--- src/rtl/ps2_mouse_decoder_pkg.sv ---
// Shared constants, receiver state encoding and the movement-magnitude helper
// for the PS/2 mouse decoder.
package ps2_mouse_decoder_pkg;

    localparam int PS2_FRAME_BITS = 11;
    localparam int PACKET_BYTES   = 3;

    localparam int BTN_L = 0;
    localparam int BTN_R = 1;
    localparam int SYNC  = 3;
    localparam int XSIGN = 4;
    localparam int YSIGN = 5;
    localparam int XOVF  = 6;
    localparam int YOVF  = 7;

    typedef enum logic [1:0] {
        RX_IDLE,
        RX_DATA,
        RX_PARITY,
        RX_STOP
    } rx_state_t;

    // |{sign, mv}| as 0..256; an overflowed axis reports the largest 8-bit speed.
    function automatic logic [8:0] move_mag(input logic sign, input logic [7:0] mv,
                                            input logic ovf);
        logic [8:0] v;
        v = {sign, mv};
        if (ovf)
            return 9'd255;
        else if (sign)
            return ~v + 9'd1;
        else
            return v;
    endfunction

endpackage

--- src/rtl/ps2_frame_rx.sv ---
// PS/2 line receiver: synchronizers, glitch filter, falling-edge strobe and the
// 11-bit frame FSM with odd-parity/stop checking and an idle timeout.
module ps2_frame_rx
    import ps2_mouse_decoder_pkg::*;
#(
    parameter int FILTER_LEN     = 8,
    parameter int TIMEOUT_CYCLES = 200000
) (
    input  logic       clk,
    input  logic       rst_n,
    input  logic       ps2_clk,
    input  logic       ps2_data,
    input  logic       pkt_busy,
    output logic [7:0] rx_byte,
    output logic       byte_valid,
    output logic       byte_err,
    output logic       timeout
);

    localparam int DATA_BITS = PS2_FRAME_BITS - 3;
    localparam int FW = $clog2(FILTER_LEN + 1);
    localparam int TW = $clog2(TIMEOUT_CYCLES + 1);
    localparam logic [FW-1:0] FILT_LAST = FW'(FILTER_LEN - 1);
    localparam logic [TW-1:0] TO_LAST   = TW'(TIMEOUT_CYCLES - 1);
    localparam logic [2:0]    DATA_LAST = 3'(DATA_BITS - 1);

    logic          clk_s1, clk_s2, dat_s1, dat_s2;
    logic          filt, filt_d;
    logic [FW-1:0] filt_cnt;
    logic          strobe;
    logic          frame_ok;
    logic          active;

    rx_state_t     state;
    logic [2:0]    bit_cnt;
    logic [7:0]    shreg;
    logic          par;
    logic [TW-1:0] to_cnt;

    always_ff @(posedge clk or negedge rst_n) begin
        if (!rst_n) begin
            clk_s1   <= 1'b1;
            clk_s2   <= 1'b1;
            dat_s1   <= 1'b1;
            dat_s2   <= 1'b1;
            filt     <= 1'b1;
            filt_d   <= 1'b1;
            filt_cnt <= '0;
        end else begin
            clk_s1 <= ps2_clk;
            clk_s2 <= clk_s1;
            dat_s1 <= ps2_data;
            dat_s2 <= dat_s1;
            filt_d <= filt;
            // Any sample agreeing with the current level restarts the run count.
            if (clk_s2 == filt) begin
                filt_cnt <= '0;
            end else if (filt_cnt == FILT_LAST) begin
                filt     <= clk_s2;
                filt_cnt <= '0;
            end else begin
                filt_cnt <= filt_cnt + FW'(1);
            end
        end
    end

    assign strobe     = filt_d & ~filt;
    assign frame_ok   = dat_s2 & (^{shreg, par});
    assign active     = (state != RX_IDLE) || pkt_busy;
    assign timeout    = !strobe && active && (to_cnt == TO_LAST);
    assign byte_valid = strobe && (state == RX_STOP) && frame_ok;
    assign byte_err   = strobe && (state == RX_STOP) && !frame_ok;
    assign rx_byte    = shreg;

    always_ff @(posedge clk or negedge rst_n) begin
        if (!rst_n) begin
            state   <= RX_IDLE;
            bit_cnt <= '0;
            shreg   <= '0;
            par     <= 1'b0;
            to_cnt  <= '0;
        end else begin
            if (strobe || timeout || !active)
                to_cnt <= '0;
            else
                to_cnt <= to_cnt + TW'(1);

            if (timeout) begin
                state <= RX_IDLE;
            end else if (strobe) begin
                case (state)
                    RX_IDLE: begin
                        if (!dat_s2) begin
                            state   <= RX_DATA;
                            bit_cnt <= '0;
                        end
                    end
                    RX_DATA: begin
                        shreg <= {dat_s2, shreg[7:1]};
                        if (bit_cnt == DATA_LAST)
                            state <= RX_PARITY;
                        else
                            bit_cnt <= bit_cnt + 3'd1;
                    end
                    RX_PARITY: begin
                        par   <= dat_s2;
                        state <= RX_STOP;
                    end
                    default: state <= RX_IDLE;
                endcase
            end
        end
    end

endmodule

--- src/rtl/ps2_mouse_decoder.sv ---
// PS/2 mouse front end: assembles 3-byte stream packets and turns each one into
// speed magnitude, direction and button state for the object mover.
module ps2_mouse_decoder
    import ps2_mouse_decoder_pkg::*;
#(
    parameter int FILTER_LEN     = 8,
    parameter int TIMEOUT_CYCLES = 200000,
    parameter int GAIN_SHIFT     = 0
) (
    input  logic       clk,
    input  logic       rst_n,
    input  logic       ps2_clk,
    input  logic       ps2_data,
    output logic [9:0] vx,
    output logic [8:0] vy,
    output logic       dx,
    output logic       dy,
    output logic       mousepush,
    output logic       mouse_right,
    output logic       mouseReady,
    output logic       frame_err
);

    localparam int SW = 10 + GAIN_SHIFT;
    localparam logic [1:0] LAST_IDX = 2'(PACKET_BYTES - 1);

    logic [7:0]    rx_byte;
    logic          byte_valid, byte_err, timeout;
    logic [1:0]    idx;
    logic          b0_l, b0_r, b0_xs, b0_ys, b0_xo, b0_yo;
    logic [7:0]    b1;
    logic [8:0]    x_mag, y_mag;
    logic [SW-1:0] x_wide, y_wide;
    logic [9:0]    vx_next;
    logic [8:0]    vy_next;

    ps2_frame_rx #(
        .FILTER_LEN    (FILTER_LEN),
        .TIMEOUT_CYCLES(TIMEOUT_CYCLES)
    ) u_rx (
        .clk       (clk),
        .rst_n     (rst_n),
        .ps2_clk   (ps2_clk),
        .ps2_data  (ps2_data),
        .pkt_busy  (idx != 2'd0),
        .rx_byte   (rx_byte),
        .byte_valid(byte_valid),
        .byte_err  (byte_err),
        .timeout   (timeout)
    );

    // Byte 2 is consumed straight off the receiver on its good stop strobe.
    always_comb begin
        x_mag   = move_mag(b0_xs, b1, b0_xo);
        y_mag   = move_mag(b0_ys, rx_byte, b0_yo);
        x_wide  = SW'(x_mag) << GAIN_SHIFT;
        y_wide  = SW'(y_mag) << GAIN_SHIFT;
        vx_next = (x_wide > SW'(10'h3FF)) ? 10'h3FF : x_wide[9:0];
        vy_next = (y_wide > SW'(9'h1FF)) ? 9'h1FF : y_wide[8:0];
    end

    always_ff @(posedge clk or negedge rst_n) begin
        if (!rst_n) begin
            idx         <= '0;
            b0_l        <= 1'b0;
            b0_r        <= 1'b0;
            b0_xs       <= 1'b0;
            b0_ys       <= 1'b0;
            b0_xo       <= 1'b0;
            b0_yo       <= 1'b0;
            b1          <= '0;
            vx          <= '0;
            vy          <= '0;
            dx          <= 1'b0;
            dy          <= 1'b0;
            mousepush   <= 1'b0;
            mouse_right <= 1'b0;
            mouseReady  <= 1'b0;
            frame_err   <= 1'b0;
        end else begin
            mouseReady <= 1'b0;
            frame_err  <= 1'b0;
            if (timeout || byte_err) begin
                idx       <= '0;
                frame_err <= 1'b1;
            end else if (byte_valid) begin
                if (idx == 2'd0) begin
                    // A clear sync bit means we are mid-packet; stay at byte 0.
                    if (rx_byte[SYNC]) begin
                        b0_l  <= rx_byte[BTN_L];
                        b0_r  <= rx_byte[BTN_R];
                        b0_xs <= rx_byte[XSIGN];
                        b0_ys <= rx_byte[YSIGN];
                        b0_xo <= rx_byte[XOVF];
                        b0_yo <= rx_byte[YOVF];
                        idx   <= 2'd1;
                    end else begin
                        frame_err <= 1'b1;
                    end
                end else if (idx == 2'd1) begin
                    b1  <= rx_byte;
                    idx <= LAST_IDX;
                end else begin
                    vx          <= vx_next;
                    vy          <= vy_next;
                    dx          <= !b0_xs && (b1 != 8'd0);
                    dy          <= b0_ys;
                    mousepush   <= b0_l;
                    mouse_right <= b0_r;
                    mouseReady  <= 1'b1;
                    idx         <= '0;
                end
            end
        end
    end

endmodule

--- config.mk ---
export PLATFORM = sky130hd
export DESIGN_NAME = ps2_mouse_decoder
export DESIGN_NICKNAME = d
export VERILOG_FILES = /design/src/rtl/ps2_mouse_decoder_pkg.sv /design/src/rtl/ps2_frame_rx.sv /design/src/rtl/ps2_mouse_decoder.sv
export SDC_FILE = /design/constraint.sdc
export NUM_CORES = 1
export LEC_CHECK = 0
export CAP_MARGIN = 20
export CORE_AREA = 2 2 104 106
export DETAILED_ROUTE_END_ITERATION = 8
export DIE_AREA = 0 0 106 108
export PLACE_DENSITY = 0.57
export SKIP_CTS_REPAIR_TIMING = 1
export SYNTH_ARGS = -nofsm -noshare
export SYNTH_HDL_FRONTEND = slang
export SYNTH_SLANG_ARGS = --single-unit
--- constraint.sdc ---
create_clock -name clk -period 2.9 [get_ports clk]
set_input_delay 0.87 -clock clk [delete_from_list [all_inputs] [get_ports clk]]
set_output_delay 0.87 -clock clk [all_outputs]
set_load 0.02 [all_outputs]
# Word-level counts from Yosys, hierarchy flattened
# Index checks and enable logic that the tools add are counted.
[word_totals] ff_bits=83 in_bits=4 out_inout_bits=25
[op_classes] add_sub_neg=5 n_lt_le_gt_ge=2 eq_ne=13 muxes=30 n_bitwise=10 reduce_logical=32
[ops] op="$mux 9" n=5
[ops] op="$add 18x1->18 const B" n=1
[ops] op="$add 9x1->9 const B" n=2
[ops] op="$eq 18x18->1 const B" n=1
[ops] op="$mux 18" n=1
[ops] op="$mux 2" n=9
[ops] op="$not 9->9" n=2
[ops] op="$reduce_and 4->1" n=3
[ops] op="$gt 9x10->1 const B" n=1
[ops] op="$mux 10" n=1
[ops] op="$reduce_bool 2->1" n=5
[ops] op="$gt 9x9->1 const B" n=1
[ops] op="$reduce_and 3->1" n=3
[ops] op="$reduce_xor 9->1" n=1
[ops] op="$mux 1" n=8
[ops] op="$mux 4" n=2
[ops] op="$reduce_bool 8->1" n=1
[ops] op="$logic_and 1x1->1" n=6
[ops] op="$mux 3" n=2
[ops] op="$ne 3x2->1 const B" n=2
[ops] op="$not 1->1" n=6
[ops] op="$pmux 2 s3" n=1
[ops] op="$pmux 3 s2" n=1
[ops] op="$reduce_and 5->1" n=1
[ops] op="other kinds (14)" n=26

# Depth between registers and ports, before layout
[depth] ltp_word=8 mapped_depth=9 ltp_nobuf=7

# By module
# A second synthesis with hierarchy kept.
[hier_totals] cells_unflattened=366 hier_area_um2=3935.0
[modules_own_cells] module="ps2_frame_rx" instances=1 cells_each=188 area_per_inst_um2=2110.8
[modules_own_cells] module="ps2_mouse_decoder" instances=1 cells_each=178 area_per_inst_um2=1824.2

# Worst setup path before layout
# No wires, ideal clock.
[synth_path] path_kind="reg2reg" start="register u_rx.shreg[3], in the netlist u_rx.rx_byte[3]" end="register dx" setup_ns=0.125 t_arrival_ns=2.024 required_ns=2.775 setup_slack_ns=0.751 stages_incl_launch_ff=9 n_path_buf=1 path_cell_list="dfrtp_1 > inv_1 > ha_1 > xnor2_2 > xnor3_2 > nand2b_4 > inv_4 > buf_6 > mux2_4"
[synth_between] elab_chain_len=7 elab_cells_between_ends=8
[synth_rtl] element="start, declared" line="ps2_frame_rx.sv:36" source="logic [7:0] shreg;"
[synth_rtl] element="start signal, assigned" line="ps2_frame_rx.sv:99" source="shreg <= {dat_s2, shreg[7:1]};"
[synth_rtl] element="$reduce_xor 9->1 *" line="ps2_frame_rx.sv:68" source="assign frame_ok = dat_s2 & (^{shreg, par});"
[synth_rtl] element="$and 1x1->1 *" line="ps2_frame_rx.sv:68"
[synth_rtl] element="$logic_not 1->1" line="ps2_frame_rx.sv:72" source="assign byte_err = strobe && (state == RX_STOP) && !frame_ok;"
[synth_rtl] element="$logic_and 1x1->1" line="ps2_frame_rx.sv:72"
[synth_rtl] element="$logic_or 1x1->1" line="ps2_mouse_decoder.sv:83" source="if (timeout || byte_err) begin"
[synth_rtl] element="$not 1->1 (no line)"
[synth_rtl] element="$reduce_and 4->1 (no line) *"
[synth_rtl] element="end signal, assigned" line="ps2_mouse_decoder.sv:106" source="dx <= !b0_xs && (b1 != 8'd0);"
[synth_rtl] element="end, declared" line="ps2_mouse_decoder.sv:16" source="output logic dx,"
# Mark *: on every way between the ends. The rest lies on a longest branch, timed or not.
# A chain may end at the register's enable or synchronous reset.

# Worst setup path in the final report
[layout_path] start="register u_rx.shreg[4], in the netlist u_rx.rx_byte[4]" end="register mouse_right"
[layout_between] elab_chain_len=7 elab_cells_between_ends=8
[layout_rtl] element="$reduce_xor 9->1 *" line="ps2_frame_rx.sv:68"
[layout_rtl] element="$and 1x1->1 *" line="ps2_frame_rx.sv:68"
[layout_rtl] element="$logic_not 1->1" line="ps2_frame_rx.sv:72"
[layout_rtl] element="$logic_and 1x1->1" line="ps2_frame_rx.sv:72"
[layout_rtl] element="$logic_or 1x1->1" line="ps2_mouse_decoder.sv:83"
[layout_rtl] element="$not 1->1 (no line)"
[layout_rtl] element="$reduce_and 4->1 (no line) *"
[layout_rtl] element="end signal, assigned" line="ps2_mouse_decoder.sv:109" source="mouse_right <= b0_r;"
[layout_rtl] element="end, declared" line="ps2_mouse_decoder.sv:19" source="output logic mouse_right,"
# Marked as above.

==> impl_metrics.env <==
export IMPL_antennaDiodeCount=0
export IMPL_drive_above_1_share=0.161
export IMPL_vias=2603
export IMPL_gp_congestion=0.797
export IMPL_slew_headroom=0.491
export IMPL_yosysUniqueCellTypes=51
export IMPL_worstMarginPinSlew_ns=0.763
export IMPL_synth_ff_type="dfrtp_1"
export IMPL_finalSetupViolations=0
export IMPL_clock_latency_ns=0.34
export IMPL_postSynthCellCount=351
export IMPL_p_total_mw=2.73
export IMPL_setup_tns_ns=0
export IMPL_dpl_hpwl_um=5330
export IMPL_min_period_ns=2.35
export IMPL_chipWidth_um=106
export IMPL_cp_slowest_stage_delay_ns=0.48
export IMPL_core_area_sq_mm=0.0102
export IMPL_grtUsageTotal=0.149
export IMPL_grt_pass1_wl_um=13400
export IMPL_grt_max_degree=43
export IMPL_ioPinCount=29
export IMPL_endpoint_kind="register"
export IMPL_wl_per_cell_um=14.4
export IMPL_syn_avg_cell_area_sq_um=11.5
export IMPL_die_area_sq_mm=0.0114
export IMPL_hold_viol_final=0
export IMPL_synth_edf_count=0
export IMPL_drtIter0Drc=131
export IMPL_routed_via_density=4.99
export IMPL_min_path_type="reg2reg"
export IMPL_n_fill_cell=965
export IMPL_num_rows=37
export IMPL_crit_type="reg2reg"
export IMPL_slew_viol_final=0
export IMPL_cts_tree="built"
export IMPL_syn_area_sq_mm=0.00404
export IMPL_clock_skew_ns=0.00797
export IMPL_ant_nets=0
export IMPL_rsz0062_at_grt="no"
export IMPL_arrival_ns=2.57
export IMPL_irDropWorstVdd_uv=434
export IMPL_die_h_um=108
export IMPL_start_kind="register"
export IMPL_max_freq_ghz=0.426
export IMPL_drc=0
export IMPL_pwr_density_cell_mw_per_mm2=582
export IMPL_synth_seq_area_share=0.509
export IMPL_clk_pin_slew_worst_paths_ns=0.08
export IMPL_first_pass_iters=4
export IMPL_cts_max_level=3
export IMPL_hold_worst_slack_ns=0.358
export IMPL_nets=399
export IMPL_initial_utilization=0.395
export IMPL_grt_pass1_vias=2622
export IMPL_synth_seq_cells=82
export IMPL_grt_overflow_total=0
export IMPL_seqCellArea_sq_mm=0.00206
export IMPL_status="completed"
export IMPL_path_cells="inv_1, ha_1, xnor2_2, xnor3_2, nand2b_4, inv_4, mux2_2"
export IMPL_grt_antenna_before_repair=0
export IMPL_syn2layout_area_growth_pct=15.9
export IMPL_cts_buffers=9
export IMPL_maxCapViolations=0
export IMPL_path_max_fanout=21
export IMPL_syn_nets=369
export IMPL_wirelength_um=7500
export IMPL_worst_endpoint_required_ns=3.13
export IMPL_ys_async_sr_fraction=1.00
export IMPL_multi_input_area_sq_mm=0.00184
export IMPL_cts_root_buf="clkbuf_8"
export IMPL_fin_crit_sh=0.809
export IMPL_yosysWarnings=0
export IMPL_leakagePower_nw=2.14
export IMPL_cts_buffer_depth=2
export IMPL_clock_sinks=82
export IMPL_critPathSlowestCell="xnor3_2"
export IMPL_port_buffers=27
[stage by stage]
step	std cells	setup slack [ns]	util	cell area, sq um
5_1_grt	522	0.406	0.458	4690
3_5_place_dp	506	0.531	0.434	4440
6_report	522	0.554	0.458	4690
3_3_place_gp	506	0.606	0.434	4440
2_1_floorplan	351	0.751	-	4040
4_1_cts	522	0.528	0.458	4690
[path summary, 6_finish.rpt]
check,start,to,slack (ns),cells past startpoint
setup / recovery,u_rx.rx_byte[4]$_DFFE_PN0P_,mouse_right$_DFFE_PN0P_,0.55,7
hold / removal,u_rx.dat_s1$_DFF_PN1_,u_rx.dat_s2$_DFF_PN1_,0.36,0
setup reg to reg,u_rx.rx_byte[4]$_DFFE_PN0P_,mouse_right$_DFFE_PN0P_,0.55,7
hold reg to reg,u_rx.dat_s1$_DFF_PN1_,u_rx.dat_s2$_DFF_PN1_,0.36,0
max in group asynchronous,rst_n,u_rx.dat_s1$_DFF_PN1_,1.72,2
min in group asynchronous,rst_n,dx$_DFFE_PN0P_,0.51,1
[state kept, by name, summed over array words and instances, names as in the netlist, 2 cells and up]
register	cells
u_rx.filt_cnt	4
u_rx.state	2
u_rx.rx_byte	8
vx	9
u_rx.to_cnt	18
vy	9
u_rx.bit_cnt	3
idx	2
b1	8
[cells in the final DEF, fill, tap and decap left out, drive strengths merged, types with 2 or more instances in the layout]
cell / Yosys / layout
mux2: 28 / 28
xor2: 13 / 13
or3: 7 / 7
or3b: 2 / 2
o31ai: 6 / 6
a21oi: 12 / 12
inv: 21 / 21
or4: 2 / 2
nand4: 8 / 8
buf: 5 / 2
and4: 4 / 4
o21ai: 21 / 21
a2bb2oi: 5 / 5
nor2: 21 / 21
and2: 4 / 4
a21o: 2 / 2
o211ai: 2 / 2
clkbuf: 4 / 12
nor3: 5 / 5
nand2b: 5 / 5
nor2b: 3 / 3
mux2i: 7 / 7
dfstp: 6 / 6
nor3b: 3 / 3
bufinv: 0 / 3
nor4: 2 / 2
ha: 14 / 14
clkdlybuf4s50: 0 / 26
dfrtp: 76 / 76
or4b: 2 / 2
nand3b: 3 / 3
and3: 3 / 3
xnor2: 9 / 9
nand2: 25 / 25
nand3: 12 / 12
[cell usage after synthesis (2+ instances only)]
cell type / count / share of area
or3b_2: 2 / 0.0043
nor3b_1: 3 / 0.0056
o211ai_1: 2 / 0.0037
nor4_1: 2 / 0.0031
a2bb2oi_1: 5 / 0.011
dfstp_2: 6 / 0.039
xor2_1: 13 / 0.028
and2_1: 4 / 0.0062
mux2_2: 16 / 0.045
nor2b_1: 3 / 0.0046
nand3_1: 10 / 0.012
mux2_4: 12 / 0.045
a21oi_1: 12 / 0.015
nand2b_1: 4 / 0.0062
xnor2_1: 7 / 0.015
or3_1: 7 / 0.011
nor3_1: 5 / 0.0062
o31ai_1: 5 / 0.0093
o21ai_0: 21 / 0.026
ha_1: 14 / 0.043
a21o_1: 2 / 0.0037
nand2_1: 25 / 0.023
or4_1: 2 / 0.0037
buf_4: 2 / 0.0037
and3_1: 3 / 0.0046
nor2_1: 21 / 0.019
and4_1: 4 / 0.0087
nand3b_1: 3 / 0.0056
nand4_1: 8 / 0.012
nand3_2: 2 / 0.0050
mux2i_1: 7 / 0.017
inv_1: 20 / 0.019
dfrtp_1: 76 / 0.47
buf_6: 2 / 0.0056
xnor2_2: 2 / 0.0080
clkbuf_1: 4 / 0.0037
[layout make-up]
class / count / area share
clock inverters: 4 / 0.0211
clock buffers: 12 / 0.0310
flip-flops and latches: 82 / 0.439
multi-input cells: 239 / 0.393
well taps: 136 / 0.0363
inverters: 21 / 0.0174
repair buffers: 28 / 0.0614
[cell families after synthesis]
| family | share of synthesized area |
|---|---|
| flip-flops | 0.509 |
| AND/OR/NAND/NOR | 0.154 |
| buffers and inverters | 0.0344 |
| other | 0.000928 |
| adder cells (fa/ha/maj) | 0.0433 |
| XOR/XNOR | 0.0631 |
| AO/OA/AOI/OAI | 0.0888 |
| multiplexers | 0.106 |
[routing by layer]
metal  GRT usage  up-vias  wire (um)
met2       0.228       28       3430
met1       0.211     1272       3810
li1            -     1298          -
met3      0.0356        5        197
met5           0        -          0
met4      0.0423        0         62
[critical path, delay by kind of cell (launching register included)]
kind	cells	cell delay, ns
adders and majority gates	1	0.32
buffers and inverters	2	0.36
muxes	1	0.38
xor gates and xnor gates	2	0.63
DFF	1	0.45
and+or+nand+nor	1	0.08
[power breakdown]
part           total [mW]  leakage [nW]  internal (mW)  switching [mW]
Combinational       0.429         0.899          0.175           0.254
Sequential           1.30          1.12           1.23          0.0760
Clock               0.994         0.121          0.598           0.396
Power figures use the tool's default switching activity.
